==> config.mk <==
export PLATFORM = sky130hd
export DESIGN_NAME = cpu_run_ctrl
export DESIGN_NICKNAME = d
export VERILOG_FILES = /design/src/rtl/cpu_run_ctrl.sv
export SDC_FILE = /design/constraint.sdc
export NUM_CORES = 1
export LEC_CHECK = 0
export BUFFER_PORTS_ARGS = -buffer_cell sky130_fd_sc_hd__buf_2
export CAP_MARGIN = 20
export CORE_MARGIN = 2
export CORE_UTILIZATION = 45
export DETAILED_ROUTE_END_ITERATION = 10
export PLACE_DENSITY = 0.68
export SLEW_MARGIN = 20
export SYNTH_ARGS = -nofsm -noshare
export SYNTH_HDL_FRONTEND = slang
export SYNTH_SLANG_ARGS = --single-unit
==> constraint.sdc <==
create_clock -name clock -period 3.7 [get_ports clock]
set_input_delay 0.555 -clock clock [delete_from_list [all_inputs] [get_ports clock]]
set_output_delay 0.555 -clock clock [all_outputs]
set_load 0.005 [all_outputs]
==> src/rtl/cpu_run_ctrl.sv <==
// cpu_run_ctrl: sequences reset, run and halt of up to eight CPU
// channels under a run-cycle budget, reporting completion or timeout.
module cpu_run_ctrl #(
    parameter int NUM_CPUS       = 1,
    parameter int RESET_CYCLES   = 1,
    parameter int MAX_CYCLES     = 20,
    parameter int CNT_W          = 16,
    parameter int FREEZE_ON_HALT = 1
) (
    input  logic                clock,
    input  logic                reset,
    input  logic                start,
    input  logic [NUM_CPUS-1:0] halt_in,
    output logic [NUM_CPUS-1:0] cpu_reset,
    output logic [CNT_W-1:0]    run_cycles,
    output logic [NUM_CPUS-1:0] halted_mask,
    output logic                busy,
    output logic                done,
    output logic                timeout
);

    localparam logic [1:0] S_IDLE       = 2'd0;
    localparam logic [1:0] S_RESET_HOLD = 2'd1;
    localparam logic [1:0] S_RUN        = 2'd2;
    localparam logic [1:0] S_DONE       = 2'd3;

    localparam int HW = (RESET_CYCLES > 1) ? $clog2(RESET_CYCLES) : 1;
    localparam logic [HW-1:0]    HOLD_LAST = HW'(RESET_CYCLES - 1);
    localparam logic [CNT_W-1:0] BUDGET    = CNT_W'(MAX_CYCLES);

    logic [1:0]          state;
    logic [HW-1:0]       hold_cnt;
    logic [NUM_CPUS-1:0] mask_next;
    logic [NUM_CPUS-1:0] run_rst;
    logic [CNT_W-1:0]    cycles_next;
    logic                all_halted;
    logic                budget_hit;

    // Next-cycle run bookkeeping; halt takes priority over the budget.
    always_comb begin
        mask_next   = halted_mask | halt_in;
        all_halted  = &mask_next;
        cycles_next = (run_cycles >= BUDGET) ? run_cycles
                                             : run_cycles + CNT_W'(1);
        budget_hit  = (cycles_next >= BUDGET);
        run_rst     = (FREEZE_ON_HALT != 0) ? mask_next : '0;
    end

    // Run-control FSM with all outputs registered.
    always_ff @(posedge clock or negedge reset) begin
        if (!reset) begin
            state       <= S_IDLE;
            hold_cnt    <= '0;
            cpu_reset   <= '1;
            run_cycles  <= '0;
            halted_mask <= '0;
            busy        <= 1'b0;
            done        <= 1'b0;
            timeout     <= 1'b0;
        end else begin
            case (state)
                S_IDLE, S_DONE: begin
                    if (start) begin
                        state       <= S_RESET_HOLD;
                        hold_cnt    <= '0;
                        cpu_reset   <= '1;
                        run_cycles  <= '0;
                        halted_mask <= '0;
                        busy        <= 1'b1;
                        done        <= 1'b0;
                        timeout     <= 1'b0;
                    end
                end
                S_RESET_HOLD: begin
                    if (hold_cnt == HOLD_LAST) begin
                        state     <= S_RUN;
                        cpu_reset <= '0;
                    end else begin
                        hold_cnt <= hold_cnt + HW'(1);
                    end
                end
                S_RUN: begin
                    run_cycles  <= cycles_next;
                    halted_mask <= mask_next;
                    cpu_reset   <= run_rst;
                    if (all_halted || budget_hit) begin
                        state     <= S_DONE;
                        busy      <= 1'b0;
                        done      <= 1'b1;
                        timeout   <= !all_halted;
                        cpu_reset <= '1;
                    end
                end
            endcase
        end
    end

endmodule

==> results_dict.tcl <==
set metrics [dict create \
    reg2reg_slack_ns 1.54 \
    cts_tree "yes" \
    via_count 817 \
    dieWidth_um 53.9 \
    fin_crit_ns 2.16 \
    die-area_mm2 0.00290 \
    syn_area_per_cell_um2 11.1 \
    max_freq_ghz 0.463 \
    crit_type "register to register" \
    p_per_area_mw_per_mm2 560 \
    path_clk_slew_ns 0.12 \
    syn_nets 109 \
    synth_seq_area_share 0.515 \
    drv_slew 0 \
    endpoint_kind "register" \
    synth-warning-count 0 \
    insertion_delay_ns 0.30 \
    pwr-share-seq 0.454 \
    port_buffers 24 \
    cts_sinks 23 \
    cp_max_fo 14 \
    hold_viol 0 \
    ys_types 33 \
    hold_path_class "input port to async pin" \
    synth_area_mm2 0.00112 \
    synth_mux_area_frac 0.0458 \
    async_reset_ff_frac 1.00 \
    yosys.area_share.simple 0.220 \
    skew_ns 0.00124 \
    fin_nets 136 \
    pwr-share-comb 0.390 \
    antenna_found_initial 0 \
    worstMarginPinSlew_ns 0.506 \
    gp_congestion 0.817 \
    firstDrtPassIters 4 \
    ctsHoldBuffers 0 \
    dpl.hpwl_um 1560 \
    antennaDiodeCount 0 \
    viasPerCell 5.20 \
    routed_wl_um 2050 \
    finalCritPeriodShare 0.583 \
    post-route-drc-count 0 \
    syn_to_final_growth_pct 15.8 \
    power.internal_uw 455 \
    grt_pass1_vias 784 \
    cts_setup_buffers 0 \
    drt_iter0_markers 1 \
    synthXorXnorAreaFrac 0 \
    core_mm2 0.00241 \
    rsz0062_at_grt "false" \
    finalPower_uw 726 \
    status "finished clean" \
    grt_overflow_total 0 \
    ir_drop_uv 322 \
    synth_fa_ha_area_frac 0.0447 \
    num_rows 18 \
    grt_max_degree 24 \
    postRouteAntennaNets 0 \
    cp-start-kind "register" \
    crit_arrival_ns 2.37 \
    relSlewSlack 0.663 \
    tns_ns 0 \
    ioPinCount 25 \
    syn_inst 101 \
    ys.flop_type "dfrtp_1" \
    post_drt_wl_per_cell_um 13.0 \
    synth_top_family_by_area "simple AND/OR/NAND/NOR gates" \
    cp.required_ns 3.91 \
    cts_buffers 3 \
    setup_viol 0 \
    ys_ff_latch 23 \
    drive_gt1_frac 0.315 \
    p_clk_frac 0.155 \
    cts-root-buf "clkbuf_4" \
    cellLeakagePower_nw 0.700 \
    clockBufferDepth 2 \
    maxCapViolations 0 \
    cts_resized 0 \
    dieHeight_um 53.9 \
    start_util 0.465 \
    h-tree-depth 1 \
    synth_compound_area_frac 0.147 \
    grt_pass1_wl_um 3300 \
    synth_edf_count 0 \
    switching_share 0.374 \
    p_sw_uw 271 \
    grt_util_all_layers 0.157 \
]
==> stage by stage <==
| step | utilization | area, um2 | hold WS, ns | setup slack (ns) | cells |
|---|---|---|---|---|---|
| floorplan | - | 1120 | 0.259 | 2.02 | 101 |
| global placement | 0.527 | 1270 | 0.478 | 1.71 | 153 |
| detailed placement | 0.527 | 1270 | 0.492 | 1.61 | 153 |
| CTS | 0.538 | 1300 | 0.200 | 1.58 | 157 |
| global route | 0.538 | 1300 | 0.222 | 1.35 | 157 |
| finish | 0.538 | 1300 | 0.201 | 1.54 | 157 |
==> synth_stat cells, drive strengths merged (3+ instances only) <==
cell | instances | area [um2]
dfrtp | 22 | 551
and2 | 11 | 70.1
nand2 | 10 | 37.5
a21oi | 6 | 30.0
inv | 6 | 22.5
o21ai | 6 | 30.0
ha | 4 | 50.1
mux2i | 4 | 40.0
a22o | 3 | 26.3
nor2 | 3 | 13.8
nor2b | 3 | 26.3
nor4 | 3 | 37.5
==> final timing paths <==
check,startpoint,to,cells past startpoint
max,state[0],done,7
min,reset,run_cycles[9],1
max reg2reg,state[0],done,7
min reg2reg,cpu_reset,cpu_reset,2
max in group asynchronous,reset,cpu_reset,1
min in group clock,cpu_reset,cpu_reset,2
==> cell type report <==
class	instances	area, um2
inverters	6	22.5
well taps	30	37.5
multi-input cells	70	513
clock buffers	4	26.3
repair buffers	24	120
fillers	219	1110
flip-flops and latches	23	577
==> logic make-up after synthesis <==
logic type,count (synthesis)
adders and majority gates,4
and+or+nand+nor,38
muxes,5
buffers and inverters,8
AOI/OAI and AO/OA,23
DFF,23
==> power by group through the flow <==
stage,Combinational [mW],Clock (mW),Sequential [mW]
finish,0.284,0.113,0.330
global route,0.324,0.129,0.335
CTS,0.287,0.120,0.329
detailed placement,0.287,0,0.333
global placement,0.280,0,0.332
floorplan,0.206,0,0.331
==> state kept, by name (all words and copies together), names as in the netlist <==
name and cells:
busy 1, cpu_reset 1, done 1, halted_mask 1, run_cycles 16, state 2, timeout 1
==> cells in the final DEF (no fill, tap or decap), drive strengths merged, types with 4 or more instances in the layout <==
cell and count:
a21oi 6, and2 11, buf 24, clkbuf 4, dfrtp 22, ha 4, inv 6, mux2i 4
nand2 10, o21ai 6
==> worst max-delay path: stages, from the launching register on <==
cell and delay (ns):
dfrtp_1 0.40, inv_1 0.08, ha_1 0.42, nor3b_1 0.46, nand2_1 0.16, a211oi_4 0.29, nor2_2 0.08, o21ba_1 0.17
==> per-layer routing <==
metal	vias up	routed length, um	global-route usage
li1	403	-	-
met1	394	976	0.200
met2	18	954	0.258
met3	2	94	0.0250
met4	0	21	0.0769
met5	-	0	0
No activity file was read; power rests on OpenSTA's default activity.
